<file path="src/rtl/bcd_accumulator.sv">
// Two-digit packed-BCD accumulator feeding the BCD-to-seven-segment stage.
// An operand is taken through a valid/ready handshake and added one digit
// per cycle (ones, then tens) into a registered running total.
//
// State | Meaning
// ------+-------------------------------------------------------------
// IDLE  | ready for an operation; a clear or an invalid add finishes here
// ONES  | add the ones digits and hold the result and digit carry
// TENS  | add the tens digits plus the ones carry, then update the total
//
// Ports:
//   clk       system clock, rising edge
//   rst       synchronous reset, active-high
//   op_valid  operation presented
//   op_ready  operation can be accepted (IDLE only)
//   op_clr    1 = clear the total, 0 = add op_bcd
//   op_bcd    operand, [7:4] tens, [3:0] ones
//   acc_bcd   running total, [7:4] tens, [3:0] ones
//   carry     carry out of the tens digit of the last completed add
//   err       last accepted add had a non-BCD digit
//   done      one-cycle pulse when an operation completes
module bcd_accumulator #(
   parameter bit SATURATE = 1'b0
) (
   input  logic       clk,
   input  logic       rst,
   input  logic       op_valid,
   output logic       op_ready,
   input  logic       op_clr,
   input  logic [7:0] op_bcd,
   output logic [7:0] acc_bcd,
   output logic       carry,
   output logic       err,
   output logic       done
);

   typedef enum logic [1:0] {IDLE, ONES, TENS} state_t;

   state_t     state, state_nxt;
   logic [7:0] opnd, opnd_nxt;
   logic [3:0] ones_r, ones_nxt;
   logic       c0_r, c0_nxt;
   logic [7:0] acc_nxt;
   logic       carry_nxt, err_nxt, done_nxt, ready_nxt;

   logic       accept, op_is_bcd;
   logic [4:0] s0, s0_adj, s1, s1_adj;
   logic [3:0] ones_d, tens_d;
   logic       c0_d, c1_d;

   // op_ready is a registered copy of (state == IDLE)
   assign accept    = op_valid & op_ready;
   assign op_is_bcd = (op_bcd[7:4] <= 4'd9) && (op_bcd[3:0] <= 4'd9);

   // Digit adders: the total is stable during ONES/TENS, so both read acc_bcd.
   always_comb begin
      s0     = {1'b0, acc_bcd[3:0]} + {1'b0, opnd[3:0]};
      s0_adj = s0 - 5'd10;
      c0_d   = (s0 > 5'd9);
      ones_d = c0_d ? s0_adj[3:0] : s0[3:0];
      s1     = {1'b0, acc_bcd[7:4]} + {1'b0, opnd[7:4]} + {4'd0, c0_r};
      s1_adj = s1 - 5'd10;
      c1_d   = (s1 > 5'd9);
      tens_d = c1_d ? s1_adj[3:0] : s1[3:0];
   end

   always_ff @(posedge clk) begin
      if (rst) state <= IDLE;
      else     state <= state_nxt;
   end

   always_comb begin
      state_nxt = state;
      case (state)
         IDLE: if (accept && !op_clr && op_is_bcd) state_nxt = ONES;
         ONES: state_nxt = TENS;
         TENS: state_nxt = IDLE;
         default: state_nxt = IDLE;
      endcase
   end

   always_comb begin
      opnd_nxt  = opnd;
      ones_nxt  = ones_r;
      c0_nxt    = c0_r;
      acc_nxt   = acc_bcd;
      carry_nxt = carry;
      err_nxt   = err;
      done_nxt  = 1'b0;
      ready_nxt = (state_nxt == IDLE);
      case (state)
         IDLE: begin
            if (accept) begin
               if (op_clr) begin
                  acc_nxt   = 8'h00;
                  carry_nxt = 1'b0;
                  err_nxt   = 1'b0;
                  done_nxt  = 1'b1;
               end else if (!op_is_bcd) begin
                  err_nxt  = 1'b1;
                  done_nxt = 1'b1;
               end else begin
                  opnd_nxt = op_bcd;
               end
            end
         end
         ONES: begin
            ones_nxt = ones_d;
            c0_nxt   = c0_d;
         end
         TENS: begin
            acc_nxt   = {tens_d, ones_r};
            carry_nxt = c1_d;
            err_nxt   = 1'b0;
            done_nxt  = 1'b1;
            if (SATURATE && c1_d) acc_nxt = 8'h99;
         end
         default: ;
      endcase
   end

   always_ff @(posedge clk) begin
      if (rst) begin
         opnd     <= 8'h00;
         ones_r   <= 4'd0;
         c0_r     <= 1'b0;
         acc_bcd  <= 8'h00;
         carry    <= 1'b0;
         err      <= 1'b0;
         done     <= 1'b0;
         op_ready <= 1'b1;
      end else begin
         opnd     <= opnd_nxt;
         ones_r   <= ones_nxt;
         c0_r     <= c0_nxt;
         acc_bcd  <= acc_nxt;
         carry    <= carry_nxt;
         err      <= err_nxt;
         done     <= done_nxt;
         op_ready <= ready_nxt;
      end
   end

endmodule

</file>
<file path="config.mk">
export PLATFORM = sky130hd
export DESIGN_NAME = bcd_accumulator
export DESIGN_NICKNAME = d
export VERILOG_FILES = /design/src/rtl/bcd_accumulator.sv
export SDC_FILE = /design/constraint.sdc
export NUM_CORES = 1
export LEC_CHECK = 0
export BUFFER_PORTS_ARGS = -buffer_cell sky130_fd_sc_hd__buf_4
export CORE_MARGIN = 5
export CORE_UTILIZATION = 45
export CTS_CLUSTER_SIZE = 28
export DETAILED_ROUTE_END_ITERATION = 10
export PLACE_DENSITY = 0.78
export SYNTH_ARGS = -nofsm -noshare
export SYNTH_HDL_FRONTEND = slang
export SYNTH_SLANG_ARGS = --single-unit
</file>
<file path="constraint.sdc">
create_clock -name clk -period 3 [get_ports clk]
set_clock_uncertainty 0.1 [all_clocks]
set_input_delay 0.45 -clock clk [delete_from_list [all_inputs] [get_ports clk]]
set_output_delay 0.45 -clock clk [all_outputs]
set_load 0.02 [all_outputs]
</file>
==> out/results.txt <==
PwrDens = 370 nW/µm²
CP cell instances = fa_1 -> fa_1 -> xor2_1 -> inv_1 -> ha_1 -> a21oi_1 -> nand2_1 -> mux2_1 -> o22ai_1
First-pass GRT wire length = 5.04 mm
CP most frequent cell = fa_1
Largest net degree at the start of global routing = 28
Initial Utilization = 46.2%
Hold buffers post-CTS = 0
YS warnings = 0
Resized Gates After CTS = 0
Arrival time worst endpoint = 2.82 ns
Slowest stage cell, crit path = fa_1
Die height = 65.5 µm
Clock Path Buffers = 2
Antenna cell count = 0
Synth Cell Area = 1390 µm²
Synthesized flop and latch total = 27
CTS tree = done
Worst setup EP type = flop
Maxcap violations = 0
Setup bufs post-CTS = 0
Avg Cell Area, Syn = 9.18 µm²
Post-Route WL = 2.91 mm
Global Route Usage Sum = 14.8%
CP bufs+invs = 1
Dpl hpwl = 2.29 mm
Crit Reg-Reg Endpoint = acc_bcd[6]
Hold EP = err
Routed Antenna Nets = 0
CTS sink count = 27
Hold path start = op_clr
Nets@finish = 198
Cell Rows = 20
Synth area leader = dfxtp_1
Mapped Cells = 151
Layout cell share with drive strength beyond 1 = 19.1%
RSZ-0062 raised after global routing = no
Crit Path Max Fanout = 3
Setup Viol. Count Final = 0
Final Hold Viols = 0
CP required = 3.15 ns
Drc violations = 0
Total CTS buffers = 3
Vias in the first global route = 1153
Area Growth Syn to Fin = 16.0%
Die footprint = 4290 µm²
Htree depth = 1
Final Slew Violations = 0
Total Power = 0.000596 W
Synth cell types = 30
Core ar. = 3000 µm²
Via count = 1128
Clk slew on worst S/H paths = 0.14 ns
Max stage delay on crit path = 0.48 ns
Register area share after synthesis = 39.0%
Die width = 65.5 µm
Clock latency on the worst-skew pair = 0.31 ns
Tmin final = 2.67 ns
Crit-path leading delay family = adder cells
Least-Margin Pin Slew = 0.755 ns
Initial DRT Pass Iterations = 4
Final Instance Count excl. Fillers = 206
Highest clock rate = 0.374 GHz
Peak supply drop = 0.205 mV
Status = completed
Hold depth = 2
Startpoint types = flop
PortBufs = 23
Drt initial violations = 42
Setup TNS = 0 ns
HP Class = primary input to flop
Most common cell in the netlist = dfxtp_1
R2R depth = 9
Number of synthesized flops with an enable pin = 0
Flop2flop setup slack = 0.33 ns
Period utilisation layout = 89.1%
Dpl cells = 202
Initial antenna violation count = 0
Top_reg_cell synth = dfxtp_1
Top cell type's share of synthesized area = 39.0%
Setup CP Type = flop to flop
FF-to-FF Start = acc_bcd[4]
Root Driver = clkbuf_4
Synth async-reset ratio = 0%
P_leak = 0.749 nW
Gr ovfl total = 0
DR WL/cell = 14.1 µm
Syn_nets = 175
Ranking of synthesized cells by area = dfxtp_1, mux2i_1, ha_1
Commonest cells post-synth = dfxtp_1, nor2_1, a21oi_1, mux2i_1, nand2_1
RePlAce Congestion = 0.850
Max-slew headroom = 49.6%
IO Count = 24
Drt via density = 5.48
[power by group]
group | leakage, nW | total, W | switching [W] | internal, W
clock network | 0.0150 | 0.000152 | 0.000100 | 0.0000519
registers | 0.219 | 0.000371 | 0.00000496 | 0.000366
logic | 0.516 | 0.0000726 | 0.0000401 | 0.0000325
total | 0.749 | 0.000596 | 0.000145 | 0.000450
[worst register-to-register path: cells and delay by family, from the launching register on]
family / cells / cell delay (ns)
XOR/XNOR: 1 / 0.22
flip-flops: 1 / 0.37
buffers and inverters: 1 / 0.07
multiplexers: 1 / 0.32
AND/OR/NAND/NOR: 1 / 0.08
adder cells (fa/ha/maj): 3 / 1.15
AO/OA/AOI/OAI: 2 / 0.30
[registers in the layout, indices dropped and copies added (netlist names)]
name      cells
acc_bcd       8
op_ready      1
c0_r          1
carry         1
err           1
ones_r        4
state         2
opnd          8
done          1
[through the flow]
stage                     cell area (µm²)  hold slack, ns  setup WS, ns  util [%]
after floorplan                      1390           0.332         0.475         -
after global placement               1580           0.340         0.504      52.7
after detailed placement             1580           0.346         0.374      52.7
after CTS                            1610           0.237         0.315      53.5
after global routing                 1610           0.235         0.240      53.5
final                                1610           0.242         0.326      53.5
[layer usage]
layer / vias to the layer above / global-route usage [%] / part of all wire, % / wire length (µm)
met5: - / 0 / 0 / 0
met4: 0 / 4.40 / 0.28 / 8
met3: 2 / 2.74 / 4.3 / 124
met2: 19 / 27.9 / 54 / 1560
met1: 537 / 16.7 / 42 / 1220
li1: 570 / - / - / -
[how the worst max path moves through the flow]
stage                from          to  slack [ns]  cells after the start
6_report       acc_bcd[4]  acc_bcd[6]        0.33                      9
5_1_grt        acc_bcd[4]  acc_bcd[6]        0.24                      9
4_1_cts        acc_bcd[4]  acc_bcd[6]        0.32                      9
3_5_place_dp   acc_bcd[4]  acc_bcd[6]        0.37                      9
3_3_place_gp   acc_bcd[4]  acc_bcd[6]        0.50                      9
2_1_floorplan  acc_bcd[4]  acc_bcd[6]        0.47                      9
[layout by cell type, fill, tap and decap left out, types with 2 or more instances in the layout]
cell | synthesis | routed
clkbuf_4 | 0 | 3
or2_2 | 3 | 3
a21oi_1 | 12 | 12
a22oi_1 | 6 | 6
nor2b_1 | 3 | 3
a21o_1 | 2 | 2
o22ai_1 | 2 | 2
fa_1 | 3 | 3
nor2_1 | 24 | 24
nand2_1 | 12 | 12
ha_1 | 9 | 9
mux2i_1 | 12 | 12
nand2b_1 | 2 | 2
xnor2_1 | 4 | 4
buf_4 | 0 | 23
and3_4 | 2 | 2
o21ai_0 | 3 | 3
inv_1 | 5 | 5
dfxtp_1 | 27 | 27
nor3_1 | 4 | 4
[final cells by class]
type	count	area, µm²
sequential	27	541
fill	302	1400
clock buffer	4	26.3
timing repair buffer	23	173
tap	33	41.3
multi-input combinational	114	808
inverter	5	18.8
[logic make-up (layout without fill, tap and decap cells)]
kind of cell | count (synthesis) | after routing | synth area share, %
AOI/OAI and AO/OA | 30 | 30 | 14.9
xor gates and xnor gates | 5 | 5 | 3.16
adders and majority gates | 12 | 12 | 12.5
buffers and inverters | 10 | 32 | 2.71
muxes | 13 | 13 | 9.48
DFF | 27 | 27 | 39.0
and+or+nand+nor | 54 | 54 | 18.3
(Power assumes the default switching activity.)
